## config.mk

```make
export PLATFORM = sky130hd
export DESIGN_NAME = ifu
export DESIGN_NICKNAME = d
export VERILOG_FILES = /design/src/rtl/ifu_pkg.sv /design/src/rtl/ifu.sv
export SDC_FILE = /design/constraint.sdc
export NUM_CORES = 1
export LEC_CHECK = 0
export CAP_MARGIN = 40
export CORE_ASPECT_RATIO = 1.5
export CORE_MARGIN = 2
export CORE_UTILIZATION = 48
export CTS_CLUSTER_SIZE = 8
export DETAILED_ROUTE_END_ITERATION = 16
export PLACE_DENSITY = 0.89
export SYNTH_ARGS = -nofsm -noshare
export SYNTH_HDL_FRONTEND = slang
export SYNTH_SLANG_ARGS = --single-unit
```

## constraint.sdc

```tcl
create_clock -name clk -period 2.8 [get_ports clk]
set_input_delay 0.84 -clock clk [delete_from_list [all_inputs] [get_ports clk]]
set_output_delay 0.84 -clock clk [all_outputs]
set_load 0.01 [all_outputs]
```

## src/rtl/ifu_pkg.sv

```systemverilog
// Shared defines for the instruction fetch unit: reset vector, NOP encoding,
// bus response codes and the fetch FSM state encoding.
package ifu_pkg;

  localparam logic [31:0] CPU_RESET_ADDR = 32'h8000_0000;
  localparam logic [31:0] INST_NOP       = 32'h0000_0013;
  localparam logic [1:0]  RRESP_OKAY     = 2'b00;

  typedef enum logic [1:0] {
    ST_AR   = 2'd0,
    ST_R    = 2'd1,
    ST_OUT  = 2'd2,
    ST_KILL = 2'd3
  } ifu_state_e;

endpackage

```

## src/rtl/ifu.sv

```systemverilog
// Instruction fetch unit: one outstanding instruction-bus read at a time,
// presents each fetched word to IF/ID and honours redirects from execute.
module ifu
  import ifu_pkg::*;
#(
  parameter logic [31:0] RESET_PC = CPU_RESET_ADDR
) (
  input  logic        clk,
  input  logic        rst_n,
  input  logic        redirect_valid,
  input  logic [31:0] redirect_pc,
  output logic        arvalid,
  output logic [31:0] araddr,
  input  logic        arready,
  input  logic        rvalid,
  input  logic [31:0] rdata,
  input  logic [1:0]  rresp,
  output logic        rready,
  output logic        o_valid,
  input  logic        o_ready,
  output logic [31:0] o_pc,
  output logic [31:0] o_inst,
  output logic        o_err
);

  ifu_state_e  state;
  logic [31:0] pc;
  logic [31:0] pc_target;
  logic        kill_pending;

  // Handshake outputs depend on the state register alone.
  assign arvalid = (state == ST_AR);
  assign rready  = (state == ST_R) || (state == ST_KILL);
  assign o_valid = (state == ST_OUT);
  assign araddr  = pc;

  always_ff @(posedge clk) begin
    if (!rst_n) begin
      state        <= ST_AR;
      pc           <= RESET_PC;
      pc_target    <= RESET_PC;
      kill_pending <= 1'b0;
      o_pc         <= RESET_PC;
      o_inst       <= INST_NOP;
      o_err        <= 1'b0;
    end else begin
      unique case (state)
        ST_AR: begin
          // pc drives araddr, so a redirect while the address is still being
          // offered is parked in pc_target until the request is accepted.
          if (arready) begin
            state <= (redirect_valid || kill_pending) ? ST_KILL : ST_R;
            if (redirect_valid) begin
              pc <= redirect_pc;
            end else if (kill_pending) begin
              pc <= pc_target;
            end
            kill_pending <= 1'b0;
          end else if (redirect_valid) begin
            pc_target    <= redirect_pc;
            kill_pending <= 1'b1;
          end
        end

        ST_R: begin
          if (redirect_valid) begin
            pc    <= redirect_pc;
            state <= rvalid ? ST_AR : ST_KILL;
          end else if (rvalid) begin
            o_inst <= rdata;
            o_pc   <= pc;
            o_err  <= (rresp != RRESP_OKAY);
            state  <= ST_OUT;
          end
        end

        ST_OUT: begin
          if (redirect_valid) begin
            pc    <= redirect_pc;
            state <= ST_AR;
          end else if (o_ready) begin
            pc    <= pc + 32'd4;
            state <= ST_AR;
          end
        end

        ST_KILL: begin
          if (redirect_valid) begin
            pc <= redirect_pc;
          end
          if (rvalid) begin
            kill_pending <= 1'b0;
            state        <= ST_AR;
          end
        end

        default: state <= ST_AR;
      endcase
    end
  end

endmodule
```

==> metrics <==
DP HPWL roughly 14 mm; Slew HR 48.75%; WL/cell between 15 and 20 um; Post-Place Cells 1106; Cell Rows 50; synthesized cell area between 6000 and 7000 sq um; Slew @ Worst Pin roughly 0.76 ns; commonest non-fill, non-tap cell in the layout nand2_1; Routability Congestion ~0.89; core area approximately 13000 sq um; Area contributors post-synth dfxtp_1 43%, nand2_1 14%, a21oi_1 8.8%, mux2i_1 3.9%, clkbuf_1 2.6%; P_int about 0.0049 W; worst hold path class reg -> reg; Synth Net Count 870; post_cts resized 0; worst path required time about 2.0 ns; Final Util between 70% and 80%; post-synth cell types 57; startpoint types flop; register area 2643 sq um; Final Hold Fails 0; r2r worst-path depth 5; Skew-Pair Late Insertion Delay 0.42 ns; f_max approximately 370 MHz; # IOs roughly 170; skew final approximately 0.008 ns; Yosys reg bits around 130; Slew Limit Fails 0; status finished clean; CTS Buffer Depth 2; Seq/Total Area, Yosys about 43%; Post-synth EDFFs 0; sequential share of power 32.9%; multi-input logic area 3171 sq um; clk sink count around 130; Leak 3.188 nW; Period minus WS final 2.700 ns; top_reg_cell synth dfxtp_1; Non-Filler Instances roughly 1100; Max Cap Violations 0; Crit Path Max Fanout 5; Clk pwr share just over 30%; via density per instance 5.868; Root Buffer clkbuf_16; largest net degree at the start of global routing 67; NumNets Final ~1000; layout cells sized above 1 approximately a tenth; DRT antenna net count 0; n_diodes 0; peak supply drop 0.0005234 V; Worst setup EP type output port; sw frac 34.99%; routed vias 6678; fraction of registers with async set/reset 0%; initial antenna violation count 0; first-pass GRT wire length between 30 and 40 mm; Yosys top cell area share a little over two fifths; DIE WIDTH approximately 97 um; most frequent cells in the layout 227 x nand2_1, 171 x clkdlybuf4s50_1, 132 x dfxtp_1, 109 x a21oi_1, 43 x buf_4; hold path cells 2; DR pass1 iterations 5; Buffers on Ports between 150 and 200; H-tree depth 4; RSZ-0062 raised after global routing no; routed wire length ~20 mm; global route overflow 0; pwr/cell area approximately 860 nW/um^2; initial core utilization slightly below 50%; Setup CP Type reg -> out; CTS tree done; chip height ~140 um; Mapped Avg Cell Area between 7 and 8 sq um; Area Growth Syn to Fin 42.40%; FILL cells 973; Pwr Total between 0.007 and 0.008 W; drt initial violations 603; Synth Instances between 700 and 800; Tot GR Track Use between 20% and 30%; Final setup viols 0; CTS clk-pin slew, worst paths around 0.060 ns; area leader, netlist dfxtp_1; CTS buffer count 17; sw power approximately 0.0027 W; yosys warns 0; crit path DAT between 1.5 and 2 ns; crit share post-route a little over nine tenths; vias in the first global route about 6400; die area 13880 sq um; CTS Hold Bufs 0; post-CTS setup repair buffer count 0; final setup TNS 0 ns; Comb pwr share 36.0%; # DRC 0
sequential cells by signal, summed over array words and instances, names as in the netlist:
signal / count
state: 2
araddr: 32
o_pc: 32
o_inst: 32
pc_target: 32
o_err: 1
kill_pending: 1
cells by family (layout without fill, tap and decap cells):
group	count (synthesis)	after routing	share of synthesized area, %
AOI/OAI and AO/OA	203	203	20.37
and+or+nand+nor	352	352	24.95
muxes	24	24	3.869
xor gates and xnor gates	4	4	0.5644
buffers and inverters	71	261	6.469
adders and majority gates	6	6	1.209
DFF	132	132	42.56
critical path, cell delays in order, from the launching register on:
cell and delay [ns]:
dfxtp_1 0.37, inv_1 0.10, ha_1 0.25, nor2_1 0.17, inv_1 0.07, clkdlybuf4s50_1 0.49
worst paths after layout:
check,end,from,slack (ns)
worst max-delay path,rready,state[1],0.10
worst min-delay path,o_inst[24],o_inst[24],0.45
worst min register to register,o_inst[24],o_inst[24],0.45
worst max register to register,araddr[19],araddr[8],0.38
routing by layer:
metal	vias up	GRT usage, %	share of wire, %
met4	0	17.12	5.0
met3	93	5.788	8.2
met1	3051	30.98	37
met5	-	0	0
li1	3127	-	-
met2	407	48.46	50
layout make-up:
class | count | share of cell area [%]
flip-flops and latches | 132 | 29.89
repair buffers | 221 | 24.60
multi-input cells | 589 | 35.86
clock buffers | 17 | 4.812
clock inverters | 15 | 2.279
well taps | 156 | 2.208
inverters | 8 | 0.3538
through the flow:
step                      hold slack (ns)  cell area, sq um  setup WS (ns)
final                              0.4520              8841         0.1003
after global routing               0.4721              8841        0.01479
after CTS                          0.4540              8841         0.1016
after detailed placement           0.4453              8214       -0.06459
after global placement             0.4405              8207        -0.1457
after floorplan                    0.4357              6208         0.4303
synthesized netlist by cell type, types with 7 or more instances:
master / n
a21oi_1: 109
nand2_1: 228
nor3_1: 10
o2111a_1: 9
nand3_1: 25
o21a_1: 9
clkbuf_1: 43
clkbuf_8: 8
nor4_1: 12
dfxtp_1: 132
mux2i_1: 24
nand4_1: 16
o21ai_0: 20
inv_1: 8
nor2_1: 32
o211ai_1: 7
power by group through the flow:
stage	Clock, W	Combinational [W]	Sequential (W)
floorplan	0	0.00143	0.00255
global placement	0	0.00261	0.00250
detailed placement	0	0.00267	0.00251
CTS	0.00239	0.00271	0.00248
global route	0.00246	0.00293	0.00252
finish	0.00237	0.00274	0.00250
No activity file was read; power rests on OpenSTA's default activity.
